==> config.mk <==
export PLATFORM = sky130hd
export DESIGN_NAME = mips_mc_controller_flat
export DESIGN_NICKNAME = d
export VERILOG_FILES = /design/src/rtl/mips_mc_controller_pkg.sv /design/src/rtl/mips_mc_controller_if.sv /design/src/rtl/mips_alu_dec.sv /design/src/rtl/mips_mc_controller.sv /design/src/flat_wrapper.sv
export SDC_FILE = /design/constraint.sdc
export NUM_CORES = 1
export LEC_CHECK = 0
export CAP_MARGIN = 20
export CELL_PAD_IN_SITES_DETAIL_PLACEMENT = 1
export CELL_PAD_IN_SITES_GLOBAL_PLACEMENT = 2
export CORE_AREA = 3 3 69 71
export CTS_BUF_LIST = sky130_fd_sc_hd__clkbuf_8 sky130_fd_sc_hd__clkbuf_16
export DETAILED_ROUTE_END_ITERATION = 12
export DIE_AREA = 0 0 72 74
export GPL_ROUTABILITY_DRIVEN = 0
export PLACE_DENSITY_LB_ADDON = 0.1
export SYNTH_ARGS = -nofsm -noshare
export SYNTH_HDL_FRONTEND = slang
export SYNTH_SLANG_ARGS = --single-unit
==> constraint.sdc <==
create_clock -name clk -period 1.42 [get_ports clk]
set_clock_uncertainty 0.2 [all_clocks]
set_input_delay 0.142 -clock clk [delete_from_list [all_inputs] [get_ports clk]]
set_output_delay 0.142 -clock clk [all_outputs]
set_load 0.01 [all_outputs]
==> src/rtl/mips_mc_controller_pkg.sv <==
// Shared definitions for the multi-cycle MIPS control unit: field widths,
// opcode/function constants, ALU operation codes and the FSM state encoding.
package mips_mc_controller_pkg;

    localparam int OPC_WIDTH  = 6;
    localparam int FUNC_WIDTH = 6;
    localparam int ST_WIDTH   = 4;

    // Opcodes (IR[31:26])
    localparam logic [OPC_WIDTH-1:0] OPC_RT   = 6'b000000;
    localparam logic [OPC_WIDTH-1:0] OPC_LW   = 6'b100011;
    localparam logic [OPC_WIDTH-1:0] OPC_SW   = 6'b101011;
    localparam logic [OPC_WIDTH-1:0] OPC_BEQ  = 6'b000100;
    localparam logic [OPC_WIDTH-1:0] OPC_ADDI = 6'b001000;
    localparam logic [OPC_WIDTH-1:0] OPC_SLTI = 6'b001010;
    localparam logic [OPC_WIDTH-1:0] OPC_J    = 6'b000010;
    localparam logic [OPC_WIDTH-1:0] OPC_JAL  = 6'b000011;

    // Function field codes (IR[5:0]) for R-type
    localparam logic [FUNC_WIDTH-1:0] F_ADD = 6'b100000;
    localparam logic [FUNC_WIDTH-1:0] F_SUB = 6'b100010;
    localparam logic [FUNC_WIDTH-1:0] F_AND = 6'b100100;
    localparam logic [FUNC_WIDTH-1:0] F_OR  = 6'b100101;
    localparam logic [FUNC_WIDTH-1:0] F_SLT = 6'b101010;
    localparam logic [FUNC_WIDTH-1:0] F_JR  = 6'b001000;

    // ALU operation codes
    localparam logic [2:0] ALU_ADD = 3'b010;
    localparam logic [2:0] ALU_SUB = 3'b110;
    localparam logic [2:0] ALU_AND = 3'b000;
    localparam logic [2:0] ALU_OR  = 3'b001;
    localparam logic [2:0] ALU_SLT = 3'b111;

    typedef enum logic [ST_WIDTH-1:0] {
        IF      = 4'd0,
        ID      = 4'd1,
        EX_R    = 4'd2,
        WB_R    = 4'd3,
        EX_I    = 4'd4,
        WB_I    = 4'd5,
        MEM_ADR = 4'd6,
        MEM_RD  = 4'd7,
        WB_LW   = 4'd8,
        MEM_WR  = 4'd9,
        BR      = 4'd10,
        JMP     = 4'd11,
        JAL     = 4'd12,
        JR      = 4'd13
    } state_t;

endpackage

==> src/rtl/mips_mc_controller_if.sv <==
// Control bus between the multi-cycle controller and the shared datapath.
//   master (controller): takes opc/func/zero, drives every enable/select
//                        plus the debug state.
//   slave  (datapath)  : the mirror image.
interface mips_mc_controller_if;
    import mips_mc_controller_pkg::*;

    logic [OPC_WIDTH-1:0]  opc;
    logic [FUNC_WIDTH-1:0] func;
    logic                  zero;
    logic                  pc_ld;
    logic                  i_or_d;
    logic                  mem_read;
    logic                  mem_write;
    logic                  ir_write;
    logic [1:0]            reg_dst;
    logic [1:0]            mem_to_reg;
    logic                  reg_write;
    logic                  alu_src_a;
    logic [1:0]            alu_src_b;
    logic [2:0]            alu_control;
    logic [1:0]            pc_src;
    logic [ST_WIDTH-1:0]   state;

    modport master (
        input  opc, func, zero,
        output pc_ld, i_or_d, mem_read, mem_write, ir_write, reg_dst,
               mem_to_reg, reg_write, alu_src_a, alu_src_b, alu_control,
               pc_src, state
    );

    modport slave (
        output opc, func, zero,
        input  pc_ld, i_or_d, mem_read, mem_write, ir_write, reg_dst,
               mem_to_reg, reg_write, alu_src_a, alu_src_b, alu_control,
               pc_src, state
    );

endinterface

==> src/rtl/mips_alu_dec.sv <==
// R-type ALU decoder: maps the function field to the ALU operation code.
//   func        in  function field IR[5:0]
//   alu_control out ALU operation; unknown functions fall back to add
module mips_alu_dec
    import mips_mc_controller_pkg::*;
(
    input  logic [FUNC_WIDTH-1:0] func,
    output logic [2:0]            alu_control
);

    always_comb begin
        alu_control = ALU_ADD;
        case (func)
            F_ADD:   alu_control = ALU_ADD;
            F_SUB:   alu_control = ALU_SUB;
            F_AND:   alu_control = ALU_AND;
            F_OR:    alu_control = ALU_OR;
            F_SLT:   alu_control = ALU_SLT;
            default: alu_control = ALU_ADD;
        endcase
    end

endmodule

==> src/rtl/mips_mc_controller.sv <==
// Multi-cycle MIPS control unit. One FSM state per clock sequences the
// shared datapath through fetch, decode, execute, memory and write-back.
//   clk  in  system clock, rising edge
//   rst  in  synchronous active-high reset (returns to IF)
//   bus  master side of the controller/datapath bus: opc, func, zero in;
//        all register enables, mux selects, ALU op and debug state out
module mips_mc_controller
    import mips_mc_controller_pkg::*;
#(
    parameter int OPC_W  = 6,
    parameter int FUNC_W = 6,
    parameter int ST_W   = 4
) (
    input  logic                   clk,
    input  logic                   rst,
    mips_mc_controller_if.master   bus
);

    state_t            state_q;
    state_t            state_d;
    logic [OPC_W-1:0]  opc;
    logic [FUNC_W-1:0] func;
    logic [ST_W-1:0]   state_bits;
    logic [2:0]        alu_r;

    logic       pc_write;
    logic       pc_write_cond;
    logic       i_or_d;
    logic       mem_read;
    logic       mem_write;
    logic       ir_write;
    logic [1:0] reg_dst;
    logic [1:0] mem_to_reg;
    logic       reg_write;
    logic       alu_src_a;
    logic [1:0] alu_src_b;
    logic [2:0] alu_control;
    logic [1:0] pc_src;

    assign opc  = bus.opc;
    assign func = bus.func;

    mips_alu_dec u_alu_dec (
        .func        (func),
        .alu_control (alu_r)
    );

    always_ff @(posedge clk) begin
        if (rst) state_q <= IF;
        else     state_q <= state_d;
    end

    always_comb begin
        state_d       = IF;
        pc_write      = 1'b0;
        pc_write_cond = 1'b0;
        i_or_d        = 1'b0;
        mem_read      = 1'b0;
        mem_write     = 1'b0;
        ir_write      = 1'b0;
        reg_dst       = 2'b00;
        mem_to_reg    = 2'b00;
        reg_write     = 1'b0;
        alu_src_a     = 1'b0;
        alu_src_b     = 2'b00;
        alu_control   = ALU_AND;
        pc_src        = 2'b00;
        case (state_q)
            IF: begin
                mem_read    = 1'b1;
                ir_write    = 1'b1;
                alu_src_b   = 2'b01;
                alu_control = ALU_ADD;
                pc_write    = 1'b1;
                state_d     = ID;
            end
            ID: begin
                // Speculative branch target (PC+4 + imm<<2) lands in ALUOut.
                alu_src_b   = 2'b11;
                alu_control = ALU_ADD;
                case (opc)
                    OPC_RT:           state_d = (func == F_JR) ? JR : EX_R;
                    OPC_LW, OPC_SW:   state_d = MEM_ADR;
                    OPC_ADDI, OPC_SLTI: state_d = EX_I;
                    OPC_BEQ:          state_d = BR;
                    OPC_J:            state_d = JMP;
                    OPC_JAL:          state_d = JAL;
                    default:          state_d = IF;
                endcase
            end
            EX_R: begin
                alu_src_a   = 1'b1;
                alu_src_b   = 2'b00;
                alu_control = alu_r;
                state_d     = WB_R;
            end
            WB_R: begin
                reg_dst   = 2'b01;
                reg_write = 1'b1;
                state_d   = IF;
            end
            EX_I: begin
                alu_src_a   = 1'b1;
                alu_src_b   = 2'b10;
                alu_control = (opc == OPC_SLTI) ? ALU_SLT : ALU_ADD;
                state_d     = WB_I;
            end
            WB_I: begin
                reg_write = 1'b1;
                state_d   = IF;
            end
            MEM_ADR: begin
                alu_src_a   = 1'b1;
                alu_src_b   = 2'b10;
                alu_control = ALU_ADD;
                state_d     = (opc == OPC_LW) ? MEM_RD : MEM_WR;
            end
            MEM_RD: begin
                i_or_d   = 1'b1;
                mem_read = 1'b1;
                state_d  = WB_LW;
            end
            WB_LW: begin
                mem_to_reg = 2'b01;
                reg_write  = 1'b1;
                state_d    = IF;
            end
            MEM_WR: begin
                i_or_d    = 1'b1;
                mem_write = 1'b1;
                state_d   = IF;
            end
            BR: begin
                alu_src_a     = 1'b1;
                alu_src_b     = 2'b00;
                alu_control   = ALU_SUB;
                pc_write_cond = 1'b1;
                pc_src        = 2'b01;
                state_d       = IF;
            end
            JMP: begin
                pc_src   = 2'b10;
                pc_write = 1'b1;
                state_d  = IF;
            end
            JAL: begin
                // Old PC (already PC+4) is written to r31 on the same edge
                // that loads the jump target.
                pc_src     = 2'b10;
                pc_write   = 1'b1;
                reg_dst    = 2'b10;
                mem_to_reg = 2'b10;
                reg_write  = 1'b1;
                state_d    = IF;
            end
            JR: begin
                pc_src   = 2'b11;
                pc_write = 1'b1;
                state_d  = IF;
            end
            default: state_d = IF;
        endcase
    end

    // Architectural write enables are suppressed while rst is high so a reset
    // arriving mid-instruction cannot commit a register, memory or PC write.
    assign bus.pc_ld       = ~rst & (pc_write | (pc_write_cond & bus.zero));
    assign bus.mem_write   = ~rst & mem_write;
    assign bus.ir_write    = ~rst & ir_write;
    assign bus.reg_write   = ~rst & reg_write;
    assign bus.i_or_d      = i_or_d;
    assign bus.mem_read    = mem_read;
    assign bus.reg_dst     = reg_dst;
    assign bus.mem_to_reg  = mem_to_reg;
    assign bus.alu_src_a   = alu_src_a;
    assign bus.alu_src_b   = alu_src_b;
    assign bus.alu_control = alu_control;
    assign bus.pc_src      = pc_src;

    assign state_bits = state_q;
    assign bus.state  = state_bits;

endmodule

==> src/flat_wrapper.sv <==
// flat-port wrapper written by rule: the top's interface ports become plain ports
module mips_mc_controller_flat import mips_mc_controller_pkg::*;
#(
    parameter int OPC_W  = 6,
    parameter int FUNC_W = 6,
    parameter int ST_W   = 4
)
  (clk, rst, bus_opc, bus_func, bus_zero, bus_pc_ld, bus_i_or_d, bus_mem_read, bus_mem_write, bus_ir_write, bus_reg_dst, bus_mem_to_reg, bus_reg_write, bus_alu_src_a, bus_alu_src_b, bus_alu_control, bus_pc_src, bus_state);
  mips_mc_controller_if bus_i ();
  input  logic clk;
  input  logic rst;
  input wire logic [$bits(bus_i.opc)-1:0] bus_opc;
  input wire logic [$bits(bus_i.func)-1:0] bus_func;
  input wire logic [$bits(bus_i.zero)-1:0] bus_zero;
  output wire logic [$bits(bus_i.pc_ld)-1:0] bus_pc_ld;
  output wire logic [$bits(bus_i.i_or_d)-1:0] bus_i_or_d;
  output wire logic [$bits(bus_i.mem_read)-1:0] bus_mem_read;
  output wire logic [$bits(bus_i.mem_write)-1:0] bus_mem_write;
  output wire logic [$bits(bus_i.ir_write)-1:0] bus_ir_write;
  output wire logic [$bits(bus_i.reg_dst)-1:0] bus_reg_dst;
  output wire logic [$bits(bus_i.mem_to_reg)-1:0] bus_mem_to_reg;
  output wire logic [$bits(bus_i.reg_write)-1:0] bus_reg_write;
  output wire logic [$bits(bus_i.alu_src_a)-1:0] bus_alu_src_a;
  output wire logic [$bits(bus_i.alu_src_b)-1:0] bus_alu_src_b;
  output wire logic [$bits(bus_i.alu_control)-1:0] bus_alu_control;
  output wire logic [$bits(bus_i.pc_src)-1:0] bus_pc_src;
  output wire logic [$bits(bus_i.state)-1:0] bus_state;
  assign bus_i.opc = bus_opc;
  assign bus_i.func = bus_func;
  assign bus_i.zero = bus_zero;
  assign bus_pc_ld = bus_i.pc_ld;
  assign bus_i_or_d = bus_i.i_or_d;
  assign bus_mem_read = bus_i.mem_read;
  assign bus_mem_write = bus_i.mem_write;
  assign bus_ir_write = bus_i.ir_write;
  assign bus_reg_dst = bus_i.reg_dst;
  assign bus_mem_to_reg = bus_i.mem_to_reg;
  assign bus_reg_write = bus_i.reg_write;
  assign bus_alu_src_a = bus_i.alu_src_a;
  assign bus_alu_src_b = bus_i.alu_src_b;
  assign bus_alu_control = bus_i.alu_control;
  assign bus_pc_src = bus_i.pc_src;
  assign bus_state = bus_i.state;
  mips_mc_controller #(.OPC_W(OPC_W), .FUNC_W(FUNC_W), .ST_W(ST_W)) u_core (.clk(clk), .rst(rst), .bus(bus_i));
endmodule
==> run summary, run 1 <==
• 0 — Congestion Overflow GR
• 1.19 — post-route fraction of the period consumed by the critical path
• flop — startpoint types
• sky130_fd_sc_hd__or4_1 — critical path's slowest cell
• 0.248 ns — worst hold slack
• 0.00533 sq mm — die area
• 0.283 — area fraction in compound gates after synthesis
• 19 — initial DRC count
• 0.330 ns — Worst Max-Slew Pin Slew
• 712 sq um — area of the mapped netlist
• 0.459 — simple-gate portion of the synthesized area
• 38 — number of distinct library cell variants in the gate-level netlist after synthesis
• 6020 um — wire length of the first global-routing pass
• 111 — number of standard cells after synthesis
• 4 — post-synthesis sequential element count
• 365 mW/mm^2 — power density over the cells
• sky130_fd_sc_hd__dfxtp_1 — flip-flop cell with the highest count after synthesis
• 250 — final standard cell count with taps included and fillers excluded
• 0.418 — core occupancy in the finished layout
• true — unrepaired setup endpoints after global routing
• 1165 — total number of vias
• yes — TritonCTS clock tree
• 3 — cts bufs inserted
• 0 — adder and majority gate portion of the synthesized area
• 0 — Max-Cap Viols
• 20 x sky130_fd_sc_hd__nor2_1, 9 x sky130_fd_sc_hd__nand2_1, 8 x sky130_fd_sc_hd__a21oi_1 — cell types with the highest counts after synthesis
• 0.47 ns — Largest stage delay, worst path
• 2570 um — DP Wirelength
• 1 — H-tree level count
• 0.112 — register area share after synthesis
• 0 — number of enable flip-flop cells after synthesis
• 14.3 um — WL/cell
• 24 — std cell rows
• 538 — filler instances
• sky130_fd_sc_hd__dfxtp_1 — post-synthesis cell type with the largest combined area
• primary input to flop — hold crit path type
• 1.08 ns — required time of the critical path
• 227 — number of cells in the design after placement
• -2.76 ns — final setup TNS
• 36 — count of buffers from port buffering
• flop to primary output — CP Class
• 0 — Final Hold Violating Endpoints
• sky130_fd_sc_hd__nor2_1 — most used standard cell by instance count after synthesis
• 0.03 ns — clock transition at the registers of the reported paths
• 11 — largest net degree at the start of global routing
• 214 — # nets final
• 74 um — y dimension of the die
• 0 — number of warnings issued by yosys
• 274 uV — Max VDD drop
• complete, but fails checks — outcome
• 6.41 sq um — average footprint of a synthesized cell
• 0 — antenna violations before repair
• 0.0123 — xor and xnor fraction of the mapped netlist area
• 0.166 — effective utilization at floorplan
• 72 um — horizontal die dimension
• 152% — area growth from synthesis to layout
• sky130_fd_sc_hd__clkbuf_8 — root buf cell
• 4 — number of clock sinks seen by CTS
• sky130_fd_sc_hd__dfxtp_1 11%, sky130_fd_sc_hd__nor2_1 11%, sky130_fd_sc_hd__a21oi_1 5.6%, sky130_fd_sc_hd__buf_2 4.9%, sky130_fd_sc_hd__nor3_1 4.9% — top cells by area in the synthesized netlist
• 0.138 — overall fraction of global-route tracks in use
• 656 uW — overall power of the completed layout
• 126 — number of nets in the synthesized netlist
• 590 MHz — max frequency
• 0.667 — layout cell share with drive strength beyond 1
• 0 — async set-or-reset flop fraction in the synthesized netlist
• simple AND/OR/NAND/NOR gates — dominant combinational cell family by area after synthesis
• -0.274 ns — least setup slack across all paths after layout
• 0.112 — fraction of synthesized cell area taken by the top area cell type
• 0 — number of diodes added for antenna fixing
• 0 — post-route DRC violation count
• nand2b_4 -> or4_1 -> nand2_1 -> buf_2 — cells traversed along the worst timing path
• 4.66 — post-DR vias/cell
• 0 — final-report max-slew violation count
• setup timing — violated checks
• 22 — Setup violations, final
• 1.69 ns — Tmin final
• 0.00429 sq mm — Core Area
• primary output — sort of element at the end of the critical path
• 4 — detailed-routing iteration count for the pre-antenna-repair pass
• 0 — number of buffers added to fix hold violations after cts
• 1.35 ns — data arrival time of the critical path
• 0.777 — Slew HR
• 0.21 ns — clock latency at the later pin of the worst-skew pair
• 0 — remaining antenna violation count after routing
• 3590 um — final routed wirelength across all metal layers
• 4 — flip-flop count of the largest register after layout
• 0.0422 — share of synthesized area spent on multiplexers
• 37 — Top Ports
• 1287 — via count of the first global-routing pass
• 2 — Max Buffers Root-to-Sink
• 3 — maximum fanout encountered on the critical timing path
• 0.845 nW — static leakage power
## per-stage QoR
step,instance area [sq um],worst slack [ns]
global route,1800,-0.327
CTS,1690,-0.275
global placement,1430,-0.924
floorplan,800,-0.0274
detailed placement,1430,-0.991
finish,1800,-0.274
## cells by family after synthesis
| family | Yosys count |
|---|---|
| muxes | 3 |
| AOI/OAI and AO/OA | 29 |
| and+or+nand+nor | 60 |
| xor gates and xnor gates | 1 |
| buffers and inverters | 14 |
| DFF | 4 |
## cells in the final DEF, fill, tap and decap left out, types with 3 or more instances in the layout
cell type,n
sky130_fd_sc_hd__clkbuf_8,3
sky130_fd_sc_hd__nand2_4,3
sky130_fd_sc_hd__a21oi_1,5
sky130_fd_sc_hd__buf_6,25
sky130_fd_sc_hd__mux2i_1,3
sky130_fd_sc_hd__dfxtp_4,3
sky130_fd_sc_hd__clkbuf_2,3
sky130_fd_sc_hd__nand2b_1,3
sky130_fd_sc_hd__nor2_1,14
sky130_fd_sc_hd__nand2_1,5
sky130_fd_sc_hd__nor2_4,4
sky130_fd_sc_hd__a211o_1,3
sky130_fd_sc_hd__buf_4,34
sky130_fd_sc_hd__nor3_4,3
sky130_fd_sc_hd__buf_2,24
## routing by layer
metal,vias up,global-route usage,share of wire
met5,-,0,0
met4,0,0.0167,0.0039
met3,2,0.0338,0.046
met2,24,0.240,0.51
met1,560,0.180,0.44
li1,579,-,-
## critical path, delay by kind of cell (launching register included)
kind / cells / cell delay [ns]
simple gates: 3 / 0.69
flops: 1 / 0.33
buf+inv: 1 / 0.12
## where the power goes
| part | switching, mW | internal, mW |
|---|---|---|
| clock | 0.0608 | 0.185 |
| sequential | 0.00490 | 0.111 |
| combinational | 0.137 | 0.158 |
| total | 0.202 | 0.454 |
## worst paths after layout
path / start / end / slack [ns] / depth (start not counted)
worst min register to register: u_core.bus.state[1]$_SDFF_PP0_ / u_core.bus.state[1]$_SDFF_PP0_ / 0.54 / 4
worst max register to register: u_core.bus.state[1]$_SDFF_PP0_ / u_core.bus.state[0]$_SDFF_PP0_ / -0.10 / 5
worst min-delay path: bus_opc[4] / u_core.bus.state[0]$_SDFF_PP0_ / 0.25 / 5
worst max-delay path: u_core.bus.state[0]$_SDFF_PP0_ / bus_alu_control[0] / -0.27 / 4
## timing repair
action,CTS,global route
gates resized for setup,169,22
endpoints found under the hold margin,0,0
setup endpoints to repair,26,24
buffers inserted,10,7
gates cloned,2,0
pin swaps,25,18
## final cells by class
cell class | count | area (sq um) | area share
clock buffer | 3 | 41.3 | 0.0230
clock inverter | 1 | 3.75 | 0.00209
inverter | 2 | 7.51 | 0.00418
multi-input combinational | 93 | 817 | 0.455
sequential | 4 | 92.6 | 0.0515
tap | 52 | 65.1 | 0.0362
timing repair buffer | 95 | 769 | 0.428
Power figures use the tool's default switching activity.
==> inputs of run 2 (changes only) <==
- MAX_ROUTING_LAYER: unset -> met4
==> run 2 against run 1 <==
Against the previous run: the flow still finishes with violations (setup timing); register-to-register slack about the same; critical path depth increased by 2; final area increased by 1.5%; via count increased by 0.69%; non-clock buffer count increased by 2; worst setup slack got worse by 0.013 ns; highest routed layer unchanged; combinational power about the same.
==> run summary, run 2 (same netlist as run 1, synthesis figures left out) <==
• 0 — Max-Cap Viols, unchanged
• 0 — number of buffers added to fix hold violations after cts, unchanged
• -0.286 ns — least setup slack across all paths after layout, -0.0126 ns
• 0.859 nW — static leakage power, +1.7%
• 0.00182 sq mm — final non-filler cell area, +1.5%
• 1283 — via count of the first global-routing pass, -0.31%
• 1.20 — post-route fraction of the period consumed by the critical path, +0.00884
• 586 MHz — max frequency, -0.74%
• 1.36 ns — data arrival time of the critical path, about the same
• sky130_fd_sc_hd__clkbuf_8 — root buf cell
• 0.00143 sq mm — placed inst area, unchanged
• 2 — Max Buffers Root-to-Sink, unchanged
• 1.71 ns — Tmin final, +0.0126 ns
• 0.425 — core occupancy in the finished layout, +0.00641
• 0.143 — overall fraction of global-route tracks in use, +0.00436
• 5 — logic depth of the worst register-to-register path, unchanged
• 4.65 — post-DR vias/cell, -0.11%
• 0 — post-route DRC violation count, unchanged
• 0.670 — layout cell share with drive strength beyond 1, +0.00333
• 14.4 um — WL/cell, +0.29%
• 9 — maximum fanout encountered on the critical timing path, +6
• 0.00429 sq mm — Core Area, unchanged
• true — unrepaired setup endpoints after global routing
• 37 — Top Ports, unchanged
• 3 — cts bufs inserted, unchanged
• flop to primary output — CP Class
• 0.21 ns — clock latency at the later pin of the worst-skew pair, about the same
• 24 — std cell rows, unchanged
• sky130_fd_sc_hd__buf_4 — most common cell after layout, fill and taps aside
• 36 — count of buffers from port buffering, unchanged
• primary input to flop — hold crit path type
• 216 — # nets final, +0.93%
• u_core.bus.state[0]$_SDFF_PP0_ — reg-to-reg critical path endpoint
• 0 — Final Hold Violating Endpoints, unchanged
• 0.347 ns — Worst Max-Slew Pin Slew, +0.0172 ns
• 4 — flip-flop count of the largest register after layout, unchanged
• 1173 — total number of vias, +0.69%
• 22 — Setup violations, final, unchanged
• 0.03 ns — clock transition at the registers of the reported paths, about the same
• 1.08 ns — required time of the critical path, about the same
• 6030 um — wire length of the first global-routing pass, +0.12%
• u_core.bus.state[1]$_SDFF_PP0_ — worst r2r src
• 3630 um — final routed wirelength across all metal layers, +1.1%
• 270 uV — Max VDD drop, -1.4%
• 0 — remaining antenna violation count after routing, unchanged
• 36 x sky130_fd_sc_hd__buf_4, 26 x sky130_fd_sc_hd__buf_6, 23 x sky130_fd_sc_hd__buf_2 — most frequent cells in the layout
• 0 — number of diodes added for antenna fixing, unchanged
• 4 — detailed-routing iteration count for the pre-antenna-repair pass, unchanged
• 0.765 — Slew HR, -0.0116
• 533 — filler instances, -0.93%
• 1 — H-tree level count, unchanged
• flop — startpoint types
• bus_pc_ld — worst setup path endpoint
• 74 um — y dimension of the die, unchanged
• 2570 um — DP Wirelength, unchanged
• 361 mW/mm^2 — power density over the cells, -1.2%
• 156% — area growth from synthesis to layout
• 0.00533 sq mm — die area, unchanged
• 0 — final-report max-slew violation count, unchanged
• 0 — antenna violations before repair, unchanged
• setup timing — violated checks
• 11 — largest net degree at the start of global routing, unchanged
• 4 — number of clock sinks seen by CTS, unchanged
• complete, but fails checks — outcome
• 0 — Congestion Overflow GR, unchanged
• 26 — initial DRC count, +7
• 72 um — horizontal die dimension, unchanged
• yes — TritonCTS clock tree
• u_core.bus.state[0]$_SDFF_PP0_ — beginning of the critical path
• primary output — sort of element at the end of the critical path
• -0.10 ns — R2R setup slack, about the same
• 0.166 — effective utilization at floorplan, unchanged
[run 2: cell type report]
class                      instances  area, sq um  area share
clock inverter                     1         3.75     0.00206
clock buffer                       3         41.3      0.0226
timing repair buffer              97          791       0.433
multi-input combinational         93          823       0.451
inverter                           2         7.51     0.00412
sequential                         4         92.6      0.0508
tap                               52         65.1      0.0357
[run 2: per-layer routing]
| metal | global-route usage | share of wire |
|---|---|---|
| met2 | 0.241 | 0.52 |
| met4 | 0.0167 | 0.0039 |
| met5 | - | 0 |
| met3 | 0.0284 | 0.041 |
| met1 | 0.182 | 0.44 |
[run 2: where the power goes]
part           internal, mW  switching [mW]
Sequential            0.111         0.00491
Clock                 0.185          0.0613
Combinational         0.158           0.138
[run 2: repair_timing]
| action | CTS | global route |
|---|---|---|
| cloned | 2 | 0 |
| setup endpoints to repair | 26 | 24 |
| pin swaps | 25 | 19 |
| setup buffers | 10 | 9 |
| resized for setup | 169 | 25 |
[run 2: worst min path at each step]
stage                              startpoint                             end  slack (ns)  cells after the start
2_1_floorplan                             rst                   bus_reg_write        0.11                      1
3_3_place_gp   u_core.bus.state[3]$_SDFF_PP0_  u_core.bus.state[1]$_SDFF_PP0_        0.44                      2
3_5_place_dp   u_core.bus.state[3]$_SDFF_PP0_  u_core.bus.state[1]$_SDFF_PP0_        0.42                      2
4_1_cts                           bus_func[5]  u_core.bus.state[0]$_SDFF_PP0_        0.35                      6
5_1_grt                            bus_opc[4]  u_core.bus.state[0]$_SDFF_PP0_        0.29                      5
6_report                           bus_opc[4]  u_core.bus.state[0]$_SDFF_PP0_        0.27                      5
[run 2: through the flow]
step / std cells / power, mW / hold slack (ns) / setup slack, ns / TNS, ns
after floorplan: 111 / 0.219 / 0.111 / -0.0274 / -0.0274
after global placement: 227 / 0.356 / 0.437 / -0.924 / -10.36
after detailed placement: 227 / 0.360 / 0.422 / -0.991 / -10.69
after CTS: 243 / 0.637 / 0.346 / -0.275 / -3.48
after global routing: 252 / 0.703 / 0.290 / -0.334 / -4.28
final: 252 / 0.658 / 0.274 / -0.286 / -2.81
[run 2: worst max-delay path: stages (launching register included)]
cell and delay, ns:
sky130_fd_sc_hd__dfxtp_2 0.33, sky130_fd_sc_hd__buf_6 0.15, sky130_fd_sc_hd__o211ai_1 0.18, sky130_fd_sc_hd__o31ai_1 0.10
sky130_fd_sc_hd__a21oi_1 0.17, sky130_fd_sc_hd__nor2_1 0.06, sky130_fd_sc_hd__buf_2 0.15
